$ cat config.mk
export PLATFORM = sky130hd
export DESIGN_NAME = htif_mailbox_flat
export DESIGN_NICKNAME = d
export VERILOG_FILES = /design/src/rtl/htif_mailbox_if.sv /design/src/rtl/htif_mailbox.sv /design/src/flat_wrapper.sv
export SDC_FILE = /design/constraint.sdc
export NUM_CORES = 1
export LEC_CHECK = 0
export BUFFER_PORTS_ARGS = -buffer_cell sky130_fd_sc_hd__buf_4
export CAP_MARGIN = 20
export CORE_UTILIZATION = 56
export CTS_BUF_LIST = sky130_fd_sc_hd__clkbuf_4 sky130_fd_sc_hd__clkbuf_8 sky130_fd_sc_hd__clkbuf_16
export DETAILED_ROUTE_END_ITERATION = 7
export PLACE_DENSITY = 0.78
export SLEW_MARGIN = 20
export SYNTH_ARGS = -nofsm -noshare
export SYNTH_HDL_FRONTEND = slang
export SYNTH_SLANG_ARGS = --single-unit
export TNS_END_PERCENT = 30
$ cat constraint.sdc
create_clock -name clk -period 2.7 [get_ports clk]
set_clock_uncertainty 0.15 [all_clocks]
set_input_delay 0 -clock clk [delete_from_list [all_inputs] [get_ports clk]]
set_output_delay 0 -clock clk [all_outputs]
set_load 0.01 [all_outputs]
$ cat src/rtl/htif_mailbox_if.sv
// CPU-side request/response bus into the host-target mailbox.
// One request per accept; exactly one response strobe follows a cycle later.
interface htif_mailbox_if;
  logic        req_valid;
  logic        req_write;
  logic [3:0]  req_addr;
  logic [31:0] req_wdata;
  logic [3:0]  req_wstrb;
  logic        req_ready;
  logic        resp_valid;
  logic [31:0] resp_rdata;

  modport master (
    output req_valid, req_write, req_addr, req_wdata, req_wstrb,
    input  req_ready, resp_valid, resp_rdata
  );

  modport slave (
    input  req_valid, req_write, req_addr, req_wdata, req_wstrb,
    output req_ready, resp_valid, resp_rdata
  );
endinterface

$ cat src/rtl/htif_mailbox.sv
// tohost/fromhost mailbox: decodes test exit, console putchar and unknown
// commands written by the target, and forces a timeout after MAX_CYCLES.
module htif_mailbox #(
  parameter int unsigned MAX_CYCLES = 100000,
  parameter logic [31:0] ACK_WORD   = 32'h0101_0001
) (
  input  logic                 clk,
  input  logic                 nrst,
  htif_mailbox_if.slave        bus,
  output logic                 cons_valid,
  output logic [7:0]           cons_data,
  input  logic                 cons_ready,
  output logic                 test_done,
  output logic                 test_pass,
  output logic [30:0]          fail_code,
  output logic                 timeout,
  output logic                 unknown_cmd
);
  typedef enum logic [2:0] {IDLE, DECODE, CONSOLE, ACK, DONE} state_t;

  localparam logic [31:0] TMO_AT = MAX_CYCLES - 1;

  state_t      state, state_nxt;
  logic [31:0] tohost, fromhost, cyc_cnt, rdata_q, rd_word;
  logic [31:0] tohost_mrg, fromhost_mrg;
  logic        resp_pend, accept, wr_en, wr_to, wr_from, tmo_hit;
  logic        unused_addr_lsb;

  function automatic logic [31:0] merge(input logic [31:0] old_w,
                                        input logic [31:0] new_w,
                                        input logic [3:0]  strb);
    logic [31:0] r;
    r = old_w;
    for (int b = 0; b < 4; b++)
      if (strb[b]) r[8*b +: 8] = new_w[8*b +: 8];
    return r;
  endfunction

  assign unused_addr_lsb = ^bus.req_addr[1:0];

  assign accept       = bus.req_valid && bus.req_ready;
  // DONE still answers writes but must not let them touch the registers
  assign wr_en        = accept && bus.req_write && (state == IDLE);
  assign wr_to        = wr_en && (bus.req_addr[3:2] == 2'd0);
  assign wr_from      = wr_en && (bus.req_addr[3:2] == 2'd2);
  assign tohost_mrg   = merge(tohost, bus.req_wdata, bus.req_wstrb);
  assign fromhost_mrg = merge(fromhost, bus.req_wdata, bus.req_wstrb);
  assign tmo_hit      = (MAX_CYCLES != 0) && !test_done && (cyc_cnt == TMO_AT);

  always_comb begin
    rd_word = '0;
    case (bus.req_addr[3:2])
      2'd0:    rd_word = tohost;
      2'd2:    rd_word = fromhost;
      default: rd_word = '0;
    endcase
  end

  assign bus.resp_valid = resp_pend;
  assign bus.resp_rdata = resp_pend ? rdata_q : '0;

  always_ff @(posedge clk) begin
    if (!nrst) state <= IDLE;
    else       state <= state_nxt;
  end

  always_comb begin
    state_nxt     = state;
    bus.req_ready = 1'b0;
    cons_valid    = 1'b0;
    case (state)
      IDLE: begin
        bus.req_ready = 1'b1;
        if (wr_to && (tohost_mrg != '0)) state_nxt = DECODE;
      end
      DECODE: begin
        if (tohost[0])                     state_nxt = DONE;
        else if (tohost[31:16] == 16'h0101) state_nxt = CONSOLE;
        else                               state_nxt = IDLE;
      end
      CONSOLE: begin
        cons_valid = 1'b1;
        if (cons_ready) state_nxt = ACK;
      end
      ACK:     state_nxt = IDLE;
      DONE:    bus.req_ready = 1'b1;
      default: state_nxt = IDLE;
    endcase
    if (tmo_hit) state_nxt = DONE;
  end

  always_ff @(posedge clk) begin
    if (!nrst) begin
      tohost      <= '0;
      fromhost    <= '0;
      cyc_cnt     <= '0;
      rdata_q     <= '0;
      resp_pend   <= 1'b0;
      cons_data   <= '0;
      test_done   <= 1'b0;
      test_pass   <= 1'b0;
      fail_code   <= '0;
      timeout     <= 1'b0;
      unknown_cmd <= 1'b0;
    end else begin
      resp_pend   <= accept;
      unknown_cmd <= 1'b0;
      if (accept)  rdata_q  <= bus.req_write ? '0 : rd_word;
      if (wr_to)   tohost   <= tohost_mrg;
      if (wr_from) fromhost <= fromhost_mrg;
      if (!test_done && (cyc_cnt != '1)) cyc_cnt <= cyc_cnt + 32'd1;
      // a timeout landing on the decode cycle overrides the exit verdict
      if (tmo_hit) begin
        timeout   <= 1'b1;
        test_done <= 1'b1;
        test_pass <= 1'b0;
        fail_code <= '0;
      end else begin
        case (state)
          DECODE: begin
            if (tohost[0]) begin
              test_done <= 1'b1;
              test_pass <= (tohost == 32'd1);
              fail_code <= (tohost == 32'd1) ? 31'd0 : tohost[31:1];
            end else if (tohost[31:16] == 16'h0101) begin
              cons_data <= tohost[7:0];
            end else begin
              unknown_cmd <= 1'b1;
              tohost      <= '0;
            end
          end
          ACK: begin
            tohost   <= '0;
            fromhost <= ACK_WORD;
          end
          default: ;
        endcase
      end
    end
  end
endmodule
$ cat src/flat_wrapper.sv
// flat-port wrapper written by rule: the top's interface ports become plain ports
module htif_mailbox_flat 
#(
  parameter int unsigned MAX_CYCLES = 100000,
  parameter logic [31:0] ACK_WORD   = 32'h0101_0001
)
  (clk, nrst, cons_valid, cons_data, cons_ready, test_done, test_pass, fail_code, timeout, unknown_cmd, bus_req_valid, bus_req_write, bus_req_addr, bus_req_wdata, bus_req_wstrb, bus_req_ready, bus_resp_valid, bus_resp_rdata);
  htif_mailbox_if bus_i ();
  input  logic clk;
  input  logic nrst;
  output logic cons_valid;
  output logic [7:0] cons_data;
  input  logic cons_ready;
  output logic test_done;
  output logic test_pass;
  output logic [30:0] fail_code;
  output logic timeout;
  output logic unknown_cmd;
  input wire logic [$bits(bus_i.req_valid)-1:0] bus_req_valid;
  input wire logic [$bits(bus_i.req_write)-1:0] bus_req_write;
  input wire logic [$bits(bus_i.req_addr)-1:0] bus_req_addr;
  input wire logic [$bits(bus_i.req_wdata)-1:0] bus_req_wdata;
  input wire logic [$bits(bus_i.req_wstrb)-1:0] bus_req_wstrb;
  output wire logic [$bits(bus_i.req_ready)-1:0] bus_req_ready;
  output wire logic [$bits(bus_i.resp_valid)-1:0] bus_resp_valid;
  output wire logic [$bits(bus_i.resp_rdata)-1:0] bus_resp_rdata;
  assign bus_i.req_valid = bus_req_valid;
  assign bus_i.req_write = bus_req_write;
  assign bus_i.req_addr = bus_req_addr;
  assign bus_i.req_wdata = bus_req_wdata;
  assign bus_i.req_wstrb = bus_req_wstrb;
  assign bus_req_ready = bus_i.req_ready;
  assign bus_resp_valid = bus_i.resp_valid;
  assign bus_resp_rdata = bus_i.resp_rdata;
  htif_mailbox #(.MAX_CYCLES(MAX_CYCLES), .ACK_WORD(ACK_WORD)) u_core (.clk(clk), .nrst(nrst), .bus(bus_i), .cons_valid(cons_valid), .cons_data(cons_data), .cons_ready(cons_ready), .test_done(test_done), .test_pass(test_pass), .fail_code(fail_code), .timeout(timeout), .unknown_cmd(unknown_cmd));
endmodule
==> impl_results.html <==
<table>
<tr><th>Metric</th><th>Value</th></tr>
<tr><th colspan="2">GRT</th></tr>
<tr><td>Met3 usage</td><td>0.0584</td></tr>
<tr><td>Remaining global-route overflow</td><td>0</td></tr>
<tr><td>Total global routing track utilization</td><td>0.299</td></tr>
<tr><td>Largest net degree at the start of global routing</td><td>39</td></tr>
<tr><td>Number of antenna violations at the first check in global routing</td><td>0</td></tr>
<tr><td>GR Util met2</td><td>0.492</td></tr>
<tr><td>Most congested layer reported by global routing</td><td>met2</td></tr>
<tr><td>Via count of the first global-routing pass</td><td>6566</td></tr>
<tr><td>Wire length of the first global-routing pass</td><td>33100 um</td></tr>
<tr><td>Met1 Use GR</td><td>0.389</td></tr>
<tr><th colspan="2">Clock network</th></tr>
<tr><td>Number of gates resized after CTS</td><td>0</td></tr>
<tr><td>Register clock-pin slew on the reported worst setup and hold paths</td><td>60 ps</td></tr>
<tr><td>TritonCTS clock tree</td><td>done</td></tr>
<tr><td>Buffer levels on the longest clock path</td><td>2</td></tr>
<tr><td>Buffer cell driving the clock tree root</td><td>clkbuf_16</td></tr>
<tr><td>Skew-Pair Late Insertion Delay</td><td>430 ps</td></tr>
<tr><td>Number of clock buffers inserted by TritonCTS</td><td>17</td></tr>
<tr><td>Number of hold-repair buffers added at the cts stage</td><td>43</td></tr>
<tr><td>Clk sink count</td><td>174</td></tr>
<tr><td>H-tree depth</td><td>4</td></tr>
<tr><td>Number of setup buffers added after CTS</td><td>0</td></tr>
<tr><th colspan="2">Critical path</th></tr>
<tr><td>Endpoint of the worst register-to-register path</td><td>u_core.fromhost[15]</td></tr>
<tr><td>Type of element capturing the critical path</td><td>flip-flop</td></tr>
<tr><td>Crit path capture</td><td>u_core.fromhost[15]</td></tr>
<tr><td>Register-to-register path setup slack</td><td>220 ps</td></tr>
<tr><td>WP data arrival</td><td>2700 ps</td></tr>
<tr><td>Worst Path Max Fanout</td><td>12</td></tr>
<tr><td>Startpoint type of the worst setup path</td><td>flip-flop</td></tr>
<tr><td>Setup crit start</td><td>u_core.state[1]</td></tr>
<tr><td>R2r startpoint</td><td>u_core.state[1]</td></tr>
<tr><td>CP Data Required Time</td><td>2920 ps</td></tr>
<tr><td>Path depth of the worst reg2reg path</td><td>6</td></tr>
<tr><td>Crit path kind</td><td>reg2reg</td></tr>
<tr><th colspan="2">Detailed routing</th></tr>
<tr><td>Violation count after the first detailed-routing iteration</td><td>619</td></tr>
<tr><td>Vias after detailed routing</td><td>7105</td></tr>
<tr><td>Routed via count divided by cell count</td><td>5.91</td></tr>
<tr><td>Total iterations of the first detailed-routing run</td><td>5</td></tr>
<tr><td>Routed wire length per instance</td><td>17.2 um</td></tr>
<tr><td>Detailed-route wire length</td><td>20700 um</td></tr>
<tr><td>Post-detailed-route DRC marker count</td><td>0</td></tr>
<tr><td>Post-detailed-route count of antenna-violating nets</td><td>0</td></tr>
<tr><th colspan="2">Floorplanning</th></tr>
<tr><td>Number of core rows</td><td>42</td></tr>
<tr><td>Initial cell density of the core</td><td>0.573</td></tr>
<tr><td>Die width</td><td>118 um</td></tr>
<tr><td>Overall die area</td><td>14000 sq um</td></tr>
<tr><td>Number of I/O pins</td><td>123</td></tr>
<tr><td>Core outline area</td><td>13200 sq um</td></tr>
<tr><td>Die height</td><td>118 um</td></tr>
<tr><th colspan="2">Synthesis</th></tr>
<tr><td>Syn nets</td><td>911</td></tr>
<tr><td>Area fraction of the dominant cell type after synthesis</td><td>0.459</td></tr>
<tr><td>Count of distinct cell types in the synthesized netlist</td><td>58</td></tr>
<tr><td>EDFF count, synth</td><td>0</td></tr>
<tr><td>Average cell area after synthesis</td><td>8.77 sq um</td></tr>
<tr><td>Most used flip-flop cell after synthesis</td><td>dfxtp_1</td></tr>
<tr><td>Gate count after technology mapping</td><td>865</td></tr>
<tr><td>Area of the mapped netlist</td><td>7590 sq um</td></tr>
<tr><td>Sequential element share of the synthesized area</td><td>0.459</td></tr>
<tr><td>Post-synthesis sequential element count</td><td>174</td></tr>
<tr><td>Main area contributors after synthesis</td><td>dfxtp_1, mux2i_1, nand2_1</td></tr>
<tr><td>Async SR Flop Fraction</td><td>0</td></tr>
<tr><td>Synth area leader</td><td>dfxtp_1</td></tr>
<tr><td>Synth Warn #</td><td>0</td></tr>
<tr><th colspan="2">Placed design</th></tr>
<tr><td>Hpwl dp</td><td>13300 um</td></tr>
<tr><td>Routability congestion estimate from global placement</td><td>0.839</td></tr>
<tr><td>Placement Cell Area</td><td>8630 sq um</td></tr>
<tr><td>Worst Setup Slack post-DPL</td><td>302 ps</td></tr>
<tr><td>Total of buffers placed on input and output ports</td><td>119</td></tr>
<tr><th colspan="2">Timing</th></tr>
<tr><td>Headroom to the max-slew limit</td><td>0.240</td></tr>
<tr><td>Maximum clock rate</td><td>403 MHz</td></tr>
<tr><td>Setup repair after global routing missed its margin</td><td>no</td></tr>
<tr><td>Share of the cycle needed by the critical path after routing</td><td>0.919</td></tr>
<tr><td>Worst Max-Slew Pin Slew</td><td>1140 ps</td></tr>
<tr><td>Final setup fails</td><td>0</td></tr>
<tr><td>Final hold viol count</td><td>0</td></tr>
<tr><td>Number of max-slew violations in the final report</td><td>0</td></tr>
<tr><td>Final worst-path setup slack</td><td>219 ps</td></tr>
<tr><td>Min cycle time layout</td><td>2480 ps</td></tr>
<tr><td>Sum of negative setup slack</td><td>0 ps</td></tr>
<tr><th colspan="2">Final layout</th></tr>
<tr><td>Fillers</td><td>1031</td></tr>
<tr><td>Area grow syn2layout</td><td>28.3%</td></tr>
<tr><td>Diode count</td><td>0</td></tr>
<tr><td>Fin util</td><td>0.735</td></tr>
<tr><td>FF+latch area</td><td>3480 sq um</td></tr>
<tr><td>Fraction of final layout cells with drive strength greater than 1</td><td>0.222</td></tr>
<tr><td>Final-stage net count</td><td>1060</td></tr>
<tr><td>Area of the multi-input gates</td><td>3820 sq um</td></tr>
<tr><td>Final design instance area without fill</td><td>9740 sq um</td></tr>
<tr><th colspan="2">Power</th></tr>
<tr><td>Overall power</td><td>5700 uW</td></tr>
<tr><td>Static power due to leakage</td><td>0.00400 uW</td></tr>
<tr><td>Switching part of the total</td><td>0.205</td></tr>
<tr><td>Sequential Power Share</td><td>0.456</td></tr>
<tr><td>Clk pwr share</td><td>0.484</td></tr>
<tr><td>Gate power share</td><td>0.060</td></tr>
<tr><td>Worst IR drop on VDD</td><td>0.415 mV</td></tr>
<tr><td>Sw Pwr</td><td>1170 uW</td></tr>
<tr><td>Cell area power density</td><td>586 nW/um^2</td></tr>
<tr><td>Internal power</td><td>4540 uW</td></tr>
<tr><th colspan="2">Run status</th></tr>
<tr><td>Result of the run</td><td>finished clean</td></tr>
<tr><th colspan="2">Job</th></tr>
<tr><td>Number of max-capacitance violations reported</td><td>0</td></tr>
<tr><th colspan="2">Min path</th></tr>
<tr><td>Path type of the worst min-delay path</td><td>in2reg</td></tr>
</table>
==> area by class of cell <==
type / instances / area share
clock buffers: 27 / 0.0540
clock inverters: 5 / 0.0154
inverters: 7 / 0.00270
multi-input cells: 627 / 0.392
flip-flops and latches: 174 / 0.358
well taps: 176 / 0.0226
repair buffers: 187 / 0.155
==> registers in the layout, summed over array words and instances (netlist names), 3 cells and up <==
name,count
u_core.cyc_cnt,32
u_core.fromhost,32
u_core.rdata_q,32
u_core.tohost,32
u_core.fail_code,31
u_core.cons_data,7
u_core.state,3
==> routing by layer <==
metal	share of wire	vias to the layer above	wire, um
met5	0	-	0
li1	-	3376	-
met2	0.47	309	9650
met1	0.44	3376	9040
met3	0.074	44	1530
met4	0.021	0	439
==> worst min-delay path by stage <==
stage / from / to / slack, ps / cells past startpoint
after floorplan: bus_req_wdata[0] / u_core.tohost[0] / -6 / 2
after CTS: bus_req_valid / u_core.bus.resp_valid / 30 / 3
after global routing: bus_req_valid / u_core.bus.resp_valid / 100 / 3
final: bus_req_valid / u_core.bus.resp_valid / 60 / 3
after detailed placement: bus_req_wdata[9] / u_core.tohost[9] / 110 / 3
after global placement: bus_req_wdata[10] / u_core.tohost[10] / 110 / 3
==> power groups by stage <==
stage / Combinational [uW] / Sequential [uW] / Clock, uW
global placement: 285 / 2660 / 0
global route: 365 / 2600 / 2890
detailed placement: 286 / 2660 / 0
finish: 343 / 2600 / 2760
CTS: 336 / 2600 / 2780
floorplan: 153 / 2650 / 0
==> logic make-up after synthesis <==
kind of cell	after synthesis	share of synthesized area
DFF	174	0.459
muxes	73	0.102
buffers and inverters	64	0.0416
xor gates and xnor gates	6	0.00693
other	1	0.000494
and+or+nand+nor	379	0.250
adders and majority gates	1	0.00165
AOI/OAI and AO/OA	167	0.138
==> cell usage after synthesis (all sizes together) (15+ instances only) <==
cell	instances
dfxtp	174
nor2	94
nand3	52
or3	17
clkbuf	36
and2	32
mux2i	39
nand2	103
a21oi	74
o21ai	25
a22oi	33
buf	21
mux2	34
nor4	15
==> per-stage QoR <==
| stage | hold WS, ps | instances |
|---|---|---|
| 2_1_floorplan | -6.06 | 865 |
| 3_3_place_gp | 107 | 1128 |
| 3_5_place_dp | 111 | 1128 |
| 4_1_cts | 29.3 | 1203 |
| 5_1_grt | 95.5 | 1203 |
| 6_report | 64.2 | 1203 |
==> cell usage in the layout (no fill, tap or decap), types with 17 or more instances in the layout <==
| master | instances |
|---|---|
| a21oi_1 | 74 |
| a22oi_1 | 33 |
| and2_1 | 32 |
| buf_4 | 144 |
| clkbuf_16 | 17 |
| dfxtp_1 | 174 |
| dlygate4sd3_1 | 43 |
| mux2_2 | 34 |
| mux2i_1 | 39 |
| nand2_1 | 102 |
| nand3_1 | 52 |
| nor2_1 | 94 |
| o21ai_0 | 25 |
| or3_1 | 17 |
==> critical path, stage by stage, from the launching register on <==
cell and delay, ps:
dfxtp_1 370, and4bb_2 350, and3_1 510, buf_4 280
nand3_1 80, dlygate4sd3_1 560, a21oi_1 120
(Power assumes the default switching activity.)
